[config.mk]
export PLATFORM = sky130hd
export DESIGN_NAME = uart_word_loader
export DESIGN_NICKNAME = d
export VERILOG_FILES = /design/src/rtl/loader_pkg.sv /design/src/rtl/loader_wbuf.sv /design/src/rtl/uart_word_loader.sv
export SDC_FILE = /design/constraint.sdc
export NUM_CORES = 1
export LEC_CHECK = 0
export ABC_CLOCK_PERIOD_IN_PS = 2900
export BUFFER_PORTS_ARGS = -buffer_cell sky130_fd_sc_hd__buf_4
export CORE_MARGIN = 8
export CORE_UTILIZATION = 45
export DETAILED_ROUTE_END_ITERATION = 6
export PLACE_DENSITY = 0.69
export SLEW_MARGIN = 30
export SYNTH_ARGS = -nofsm -noshare
export SYNTH_HDL_FRONTEND = slang
export SYNTH_SLANG_ARGS = --single-unit
[constraint.sdc]
create_clock -name clk -period 2.9 [get_ports clk]
set_input_delay 0.29 -clock clk [delete_from_list [all_inputs] [get_ports clk]]
set_output_delay 0.29 -clock clk [all_outputs]
set_load 0.01 [all_outputs]
[src/rtl/loader_pkg.sv]
// Shared types and helpers for the UART word loader.
package loader_pkg;

    typedef enum logic [1:0] {IDLE, LOAD, FLUSH, DONE} loader_state_t;

    localparam int BYTES_PER_WORD = 4;
    localparam int LANE_W         = 2;

    // Byte enables covering lanes 0..lane inclusive.
    function automatic logic [3:0] lane_mask(input logic [LANE_W-1:0] lane);
        logic [4:0] m;
        m = (5'd1 << ({3'b000, lane} + 5'd1)) - 5'd1;
        return m[3:0];
    endfunction

endpackage

[src/rtl/loader_wbuf.sv]
// Single-entry valid/ready write buffer with sticky overrun when a push
// arrives while the held entry is neither empty nor being accepted.
module loader_wbuf (
    input  logic        clk,
    input  logic        rst,
    input  logic        i_push,
    input  logic        i_clr,
    input  logic [31:0] i_addr,
    input  logic [31:0] i_data,
    input  logic [3:0]  i_be,
    input  logic        i_ready,
    output logic        o_valid,
    output logic [31:0] o_addr,
    output logic [31:0] o_data,
    output logic [3:0]  o_be,
    output logic        o_overrun
);

    logic        r_valid;
    logic [31:0] r_addr;
    logic [31:0] r_data;
    logic [3:0]  r_be;
    logic        r_overrun;
    logic        w_room;

    // Room exists when empty or when the held entry leaves this cycle.
    assign w_room = !r_valid || i_ready;

    always_ff @(posedge clk or posedge rst) begin
        if (rst) begin
            r_valid   <= 1'b0;
            r_addr    <= '0;
            r_data    <= '0;
            r_be      <= '0;
            r_overrun <= 1'b0;
        end else begin
            if (i_push && w_room) begin
                r_valid <= 1'b1;
                r_addr  <= i_addr;
                r_data  <= i_data;
                r_be    <= i_be;
            end else if (r_valid && i_ready) begin
                r_valid <= 1'b0;
            end
            if (i_clr) begin
                r_overrun <= 1'b0;
            end else if (i_push && !w_room) begin
                r_overrun <= 1'b1;
            end
        end
    end

    assign o_valid   = r_valid;
    assign o_addr    = r_addr;
    assign o_data    = r_data;
    assign o_be      = r_be;
    assign o_overrun = r_overrun;

endmodule

[src/rtl/uart_word_loader.sv]
// Packs UART RX bytes into little-endian 32-bit memory writes.
// Define LOADER_CHECKSUM_EN to add the checksum/checksum_valid outputs.
module uart_word_loader
    import loader_pkg::*;
#(
    parameter logic [31:0] BASE_ADDR = 32'h0000_0000,
    parameter int          LEN_W     = 7
) (
    input  logic             clk,
    input  logic             rst,
    input  logic             start,
    input  logic [LEN_W-1:0] load_len,
    input  logic             rx_valid,
    input  logic [7:0]       rx_data,
    output logic             mem_wr_valid,
    input  logic             mem_wr_ready,
    output logic [31:0]      mem_addr,
    output logic [31:0]      mem_wr_data,
    output logic [3:0]       mem_byte_en,
    output logic             busy,
    output logic             done,
    output logic             overrun
`ifdef LOADER_CHECKSUM_EN
    ,
    output logic [7:0]       checksum,
    output logic             checksum_valid
`endif
);

    loader_state_t     r_state, w_next;
    logic [LEN_W-1:0]  r_len;
    logic [LEN_W-1:0]  r_byte_cnt;
    logic [LANE_W-1:0] r_lane;
    logic [LEN_W-3:0]  r_word_idx;
    logic [31:0]       r_asm;

    logic              w_start, w_begin, w_byte, w_last, w_xfer;
    logic [LEN_W:0]    w_cnt_inc;
    logic [31:0]       w_word;
    logic [31:0]       w_addr;

    assign w_start   = (r_state == IDLE) && start;
    assign w_begin   = w_start && (load_len != '0);
    assign w_byte    = (r_state == LOAD) && rx_valid;
    // One bit wider than the counter so len=127 compares without wrapping.
    assign w_cnt_inc = {1'b0, r_byte_cnt} + {{LEN_W{1'b0}}, 1'b1};
    assign w_last    = (w_cnt_inc == {1'b0, r_len});
    assign w_xfer    = w_byte && ((r_lane == LANE_W'(BYTES_PER_WORD - 1)) || w_last);
    assign w_addr    = BASE_ADDR + {{(32 - LEN_W){1'b0}}, r_word_idx, 2'b00};

    always_comb begin
        w_word = r_asm;
        w_word[{r_lane, 3'b000} +: 8] = rx_data;
    end

    always_ff @(posedge clk or posedge rst) begin
        if (rst) begin
            r_state <= IDLE;
        end else begin
            r_state <= w_next;
        end
    end

    always_comb begin
        w_next = r_state;
        busy   = 1'b0;
        done   = 1'b0;
        case (r_state)
            IDLE: begin
                if (start) begin
                    w_next = (load_len == '0) ? DONE : LOAD;
                end
            end
            LOAD: begin
                busy = 1'b1;
                if (w_byte && w_last) begin
                    w_next = FLUSH;
                end
            end
            FLUSH: begin
                busy = 1'b1;
                if (!mem_wr_valid || mem_wr_ready) begin
                    w_next = DONE;
                end
            end
            DONE: begin
                done   = 1'b1;
                w_next = IDLE;
            end
            default: w_next = IDLE;
        endcase
    end

    always_ff @(posedge clk or posedge rst) begin
        if (rst) begin
            r_len      <= '0;
            r_byte_cnt <= '0;
            r_lane     <= '0;
            r_word_idx <= '0;
            r_asm      <= '0;
        end else if (w_begin) begin
            r_len      <= load_len;
            r_byte_cnt <= '0;
            r_lane     <= '0;
            r_word_idx <= '0;
            r_asm      <= '0;
        end else if (w_byte) begin
            r_byte_cnt <= r_byte_cnt + LEN_W'(1);
            if (w_xfer) begin
                r_lane     <= '0;
                r_asm      <= '0;
                r_word_idx <= r_word_idx + (LEN_W-2)'(1);
            end else begin
                r_lane <= r_lane + LANE_W'(1);
                r_asm  <= w_word;
            end
        end
    end

    loader_wbuf u_wbuf (
        .clk       (clk),
        .rst       (rst),
        .i_push    (w_xfer),
        .i_clr     (w_begin),
        .i_addr    (w_addr),
        .i_data    (w_word),
        .i_be      (lane_mask(r_lane)),
        .i_ready   (mem_wr_ready),
        .o_valid   (mem_wr_valid),
        .o_addr    (mem_addr),
        .o_data    (mem_wr_data),
        .o_be      (mem_byte_en),
        .o_overrun (overrun)
    );

`ifdef LOADER_CHECKSUM_EN
    logic [7:0] r_csum;
    logic       r_csum_vld;

    always_ff @(posedge clk or posedge rst) begin
        if (rst) begin
            r_csum     <= '0;
            r_csum_vld <= 1'b0;
        end else if (w_start) begin
            r_csum     <= '0;
            r_csum_vld <= 1'b0;
        end else begin
            if (w_byte) begin
                r_csum <= r_csum + rx_data;
            end
            if (r_state == DONE) begin
                r_csum_vld <= 1'b1;
            end
        end
    end

    assign checksum       = r_csum;
    assign checksum_valid = r_csum_vld || (r_state == DONE);
`endif

endmodule

* After elaboration in Yosys (flattened, before gate mapping)
Index checks and enable logic that the tools add are counted.
** Word-level totals
- Flip-flop bits (word level) :: 98
- RAM bits :: 0
- Logic and storage cells :: 74
- Memories :: 0
- Input port bits :: 20
- Latch bits :: 0
- ROM bits :: 0
** Operators by class
- Magnitude comparators :: 0
- Multipliers :: 0
- Equality and inequality tests :: 8
- Shift-type cells :: 3
- Muxes and demuxes :: 23
- Add/subtract/negate cells :: 7
- Bitwise operators :: 0
- Divide/modulo/power cells :: 0
- Reductions and logical operators :: 22
** Operator list (number)
- $mux W32 :: 3
- $bwmux W32 :: 1
- $shift A8 B7 Y32 const A :: 1
- $shiftx A8 B7 Y32 :: 1
- $mux W5 :: 3
- $mux W2 :: 7
- $mux W7 :: 2
- $add A7 B1 Y8 const B :: 1
- $eq A8 B7 Y1 :: 1
- $logic_and A1 B1 Y1 :: 8
- $pmux W2 S4 :: 1
- $reduce_bool A2 Y1 :: 4
- $add A7 B1 Y7 const B :: 1
- $logic_not A7 Y1 :: 1
- $neg A5 Y7 :: 1
- $reduce_bool A7 Y1 :: 1
- $eq A2 B2 Y1 const B :: 3
- $mux W1 :: 6
- $add A5 B1 Y5 const B :: 1
- $ne A2 B1 Y1 const B :: 2
- $shl A1 B3 Y4 const A :: 1
- $sub A4 B1 Y4 const B :: 1
- $add A2 B1 Y3 const B :: 1
- $reduce_and A3 Y1 :: 1
- 8 further kinds :: 10

* Longest topological paths before layout
- Word-level depth :: 7
- Depth in mapped cells :: 9
- Gate-level depth less buffers :: 7

* By module
From an unflattened synthesis, not the netlist that was laid out.
** Second synthesis, totals
- Cells, all modules :: 485
- Area total of the unflattened synthesis :: 5731.7 um^2
** By module, submodules not included
- uart_word_loader :: area each 3041.7 um^2, cells an instance 333, seq. area each 1376.3 um^2, times used 1
- loader_wbuf :: area each 2690.1 um^2, cells an instance 152, seq. area each 1751.7 um^2, times used 1

* Least setup slack after synthesis
OpenSTA, ideal clock, no wires.
- Path kind :: register to register
- From :: reg r_byte_cnt[0]
- To :: reg u_wbuf.r_addr[2], in the netlist u_wbuf.o_addr[2]
- Setup time :: 0.125 ns
- Stages on the path, launching flop included :: 10
- Data arrival time :: 2.319 ns
- Slack :: 0.456 ns
- Path through :: dfrtp_1 ha_1 nand3_1 or2_1 a211oi_1 o211a_4 buf_6 o21ai_4 buf_6 mux2_4
** On the way
- Word-level cells in the longest chain between the ends :: 5
** Ends and longest elaborated chain
- start, declared :: RTL line uart_word_loader.sv:32 : logic [LEN_W-1:0] r_byte_cnt;
- start signal, assigned :: RTL line uart_word_loader.sv:108 : r_byte_cnt <= r_byte_cnt + LEN_W'(1);
- $add A7 B1 Y8 :: RTL line uart_word_loader.sv:46 : assign w_cnt_inc = {1'b0, r_byte_cnt} + {{LEN_W{1'b0}}, 1'b1};
- $eq A8 B7 Y1 :: RTL line uart_word_loader.sv:47 : assign w_last = (w_cnt_inc == {1'b0, r_len});
- $logic_or A1 B1 Y1 :: RTL line uart_word_loader.sv:48 : assign w_xfer = w_byte && ((r_lane == LANE_W'(BYTES_PER_WORD - 1)) || w_last);
- $logic_and A1 B1 Y1 :: RTL line uart_word_loader.sv:48
- $logic_and A1 B1 Y1 :: RTL line loader_wbuf.sv:37 : if (i_push && w_room) begin
- end signal, assigned :: RTL line loader_wbuf.sv:39 : r_addr <= i_addr;
- end, declared :: RTL line loader_wbuf.sv:20 : logic [31:0] r_addr;
Every way passes these cells.
A chain may end at the register's enable or synchronous reset.

* Worst setup path in the final report
- From :: reg r_byte_cnt[0]
- To :: reg u_wbuf.r_data[11], in the netlist u_wbuf.o_data[11]
** On the way
- Word-level cells in the longest chain between the ends :: 5
** Ends and longest elaborated chain
- $add A7 B1 Y8 :: RTL line uart_word_loader.sv:46
- $eq A8 B7 Y1 :: RTL line uart_word_loader.sv:47
- $logic_or A1 B1 Y1 :: RTL line uart_word_loader.sv:48
- $logic_and A1 B1 Y1 :: RTL line uart_word_loader.sv:48
- $logic_and A1 B1 Y1 :: RTL line loader_wbuf.sv:37
- end signal, assigned :: RTL line loader_wbuf.sv:40 : r_data <= i_data;
- end, declared :: RTL line loader_wbuf.sv:21 : logic [31:0] r_data;
Every way passes these cells.

==> results_dict.tcl <==
set metrics [dict create \
    cp.required_ns 3.14 \
    synthMostInstantiatedCell "dfrtp_1" \
    die_y_um 124 \
    synth_largest_area_cell "dfrtp_1" \
    layout_setup_ws_ns 0.157 \
    period_minus_slack_ns 2.74 \
    final_hold_viol_count 0 \
    vias_per_cell 5.29 \
    port-buffer-count 64 \
    fin_crit_sh 0.946 \
    synth_edf_count 0 \
    drive_above_1_share 0.260 \
    final-setup-viol-count 0 \
    top_layer "met4" \
    dp_slack_ns 0.182 \
    status "finished clean" \
    startpoint_type "register" \
    grt_pass1_vias 3608 \
    synth_common_cells "dfrtp_1, nand2_1, inv_1" \
    totalWireLength_um 11300 \
    synth_top_area_frac 0.470 \
    htreeDepth 3 \
    clk_pin_slew_worst_paths_ns 0.07 \
    maxSlewViolCount 0 \
    hold_path.class "in -> async" \
    rsz0062_at_grt "false" \
    critical_path_arrival_ns 2.99 \
    fin_worst_skew_ns 0.00832 \
    ir_drop_mv 0.633 \
    dieArea_sq_um 15300 \
    tightest_slew_ns 0.634 \
    clock_sinks 98 \
    syn_area_sq_um 5210 \
    hold_buffers 0 \
    worst_setup_path_end_kind "register" \
    route.met3.wl_um 889 \
    total_power_uw 4510 \
    routabilityCongestion 0.869 \
    yosysSeqAreaShare 0.470 \
    start_util 0.459 \
    numCtsBuffers 9 \
    num_vias 3642 \
    gr-total-overflow 0 \
    met2WireLength_um 5300 \
    cts_buffer_depth 2 \
    wl_per_cell_um 16.5 \
    grt_util_all_layers 0.157 \
    seq_area_sq_um 2450 \
    crit_chain "ha_1 > nand3_1 > or2_1 > a211oi_1 > o211a_4 > o21ai_4 > buf_4 > mux2_4" \
    rows 39 \
    yosys_warnings 0 \
    synth-main-ff-cell "dfrtp_1" \
    grt_max_degree 51 \
    multiInputGateArea_sq_um 2370 \
    yosys-top-cells-area "dfrtp_1, mux2_4, a22o_1" \
    crit_slowest_cell "dfrtp_1" \
    synth-seq-cells 98 \
    utilization 0.530 \
    hold_slack_ns 0.0304 \
    synthArstFlopShare 1.00 \
    drtIter0Drc 255 \
    cts_post_setup_buffers_inserted 0 \
    leakagePower_uw 0.00301 \
    antenna_cells 0 \
    setup_tns_ns 0 \
    dr.pass1.iters 5 \
    cts_tree "yes" \
    fmax_ghz 0.365 \
    hpwl_um 8030 \
    crit_type "reg -> reg" \
    maxCapViolCount 0 \
    antenna_found_initial 0 \
    synth.avg_cell_area_sq_um 10.8 \
    synth.distinct_cells 48 \
    drc_errors 0 \
    post_cts_resized 0 \
    slew_headroom 0.577 \
    syn_inst 481 \
    powerDensity_nw_per_um2 749 \
    reg2regPathDepth 8 \
    ant_nets 0 \
    cp_max_fo 17 \
    dieWidth_um 124 \
    grt_pass1_wl_um 18700 \
    wl_met1_um 4990 \
    area_growth_pct 15.6 \
    fin_nets 575 \
    core_sq_um 11400 \
    clk_latency_ns 0.36 \
    cts_root_buf "clkbuf_16" \
    boundaryPins 92 \
    fillers 1010 \
    slowest_delay_ns 0.44 \
]
cell usage in the layout, fill, tap and decap left out, types with 5 or more instances in the layout:
cell type	instances
nand2_1	74
xor2_1	5
buf_4	72
dfrtp_1	98
ha_1	14
conb_1	27
a22o_1	33
mux2_4	38
xnor2_1	7
a21oi_1	9
nor3_1	7
nor2_1	12
mux2i_1	8
clkbuf_16	9
nand3_1	7
inv_1	40
o21ai_0	33
worst max-delay path, delay by kind of cell, from the launching register on:
kind | cells | cell delay (ns)
and+or+nand+nor | 2 | 0.44
AOI/OAI and AO/OA | 3 | 0.88
DFF | 1 | 0.44
buffers and inverters | 1 | 0.26
muxes | 1 | 0.33
adders and majority gates | 1 | 0.27
layer usage:
layer,track usage,vias up
li1,-,1706
met1,0.205,1802
met2,0.242,120
met3,0.0535,14
met5,0,-
met4,0.0421,0
worst paths after layout:
| path | to | startpoint | slack [ns] |
|---|---|---|---|
| worst max-delay path | u_wbuf.o_data[11] | r_byte_cnt[0] | 0.16 |
| worst min-delay path | u_wbuf.o_addr[4] | rst | 0.03 |
| worst max register to register | u_wbuf.o_data[11] | r_byte_cnt[0] | 0.16 |
| worst min register to register | u_wbuf.o_overrun | u_wbuf.o_overrun | 0.49 |
| max in group asynchronous | u_wbuf.o_data[27] | rst | 2.19 |
| min in group clk | r_len[5] | load_len[5] | 0.14 |
cell type report:
cell class | instances | area share
well taps | 143 | 0.0297
repair buffers | 74 | 0.0964
flip-flops and latches | 98 | 0.407
clock buffers | 10 | 0.0380
multi-input cells | 317 | 0.394
clock inverters | 6 | 0.00914
inverters | 41 | 0.0260
power breakdown:
group / internal [uW] / switching, uW
sequential: 1620 / 206
clock: 600 / 555
combinational: 700 / 829
total: 2920 / 1590
per-stage QoR:
stage / area [sq um] / instances
CTS: 6020 / 689
global route: 6020 / 689
detailed placement: 5740 / 673
floorplan: 5310 / 507
global placement: 5740 / 673
finish: 6020 / 689
kinds of logic (layout without fill, tap and decap cells):
kind of cell / Yosys count / after routing / share of synthesized area
AND/OR/NAND/NOR: 126 / 126 / 0.116
flip-flops: 98 / 98 / 0.470
adder cells (fa/ha/maj): 14 / 14 / 0.0336
AO/OA/AOI/OAI: 91 / 91 / 0.139
buffers and inverters: 92 / 131 / 0.0934
XOR/XNOR: 12 / 12 / 0.0202
multiplexers: 47 / 47 / 0.127
other: 1 / 27 / 0.000719
flip-flops by register name, summed over array words and instances, names as in the netlist:
name	flops
r_len	7
r_state	2
u_wbuf.o_be	4
r_lane	2
r_word_idx	5
u_wbuf.o_addr	5
r_asm	32
u_wbuf.o_valid	1
u_wbuf.o_data	32
r_byte_cnt	7
u_wbuf.o_overrun	1
(Power assumes the default switching activity.)
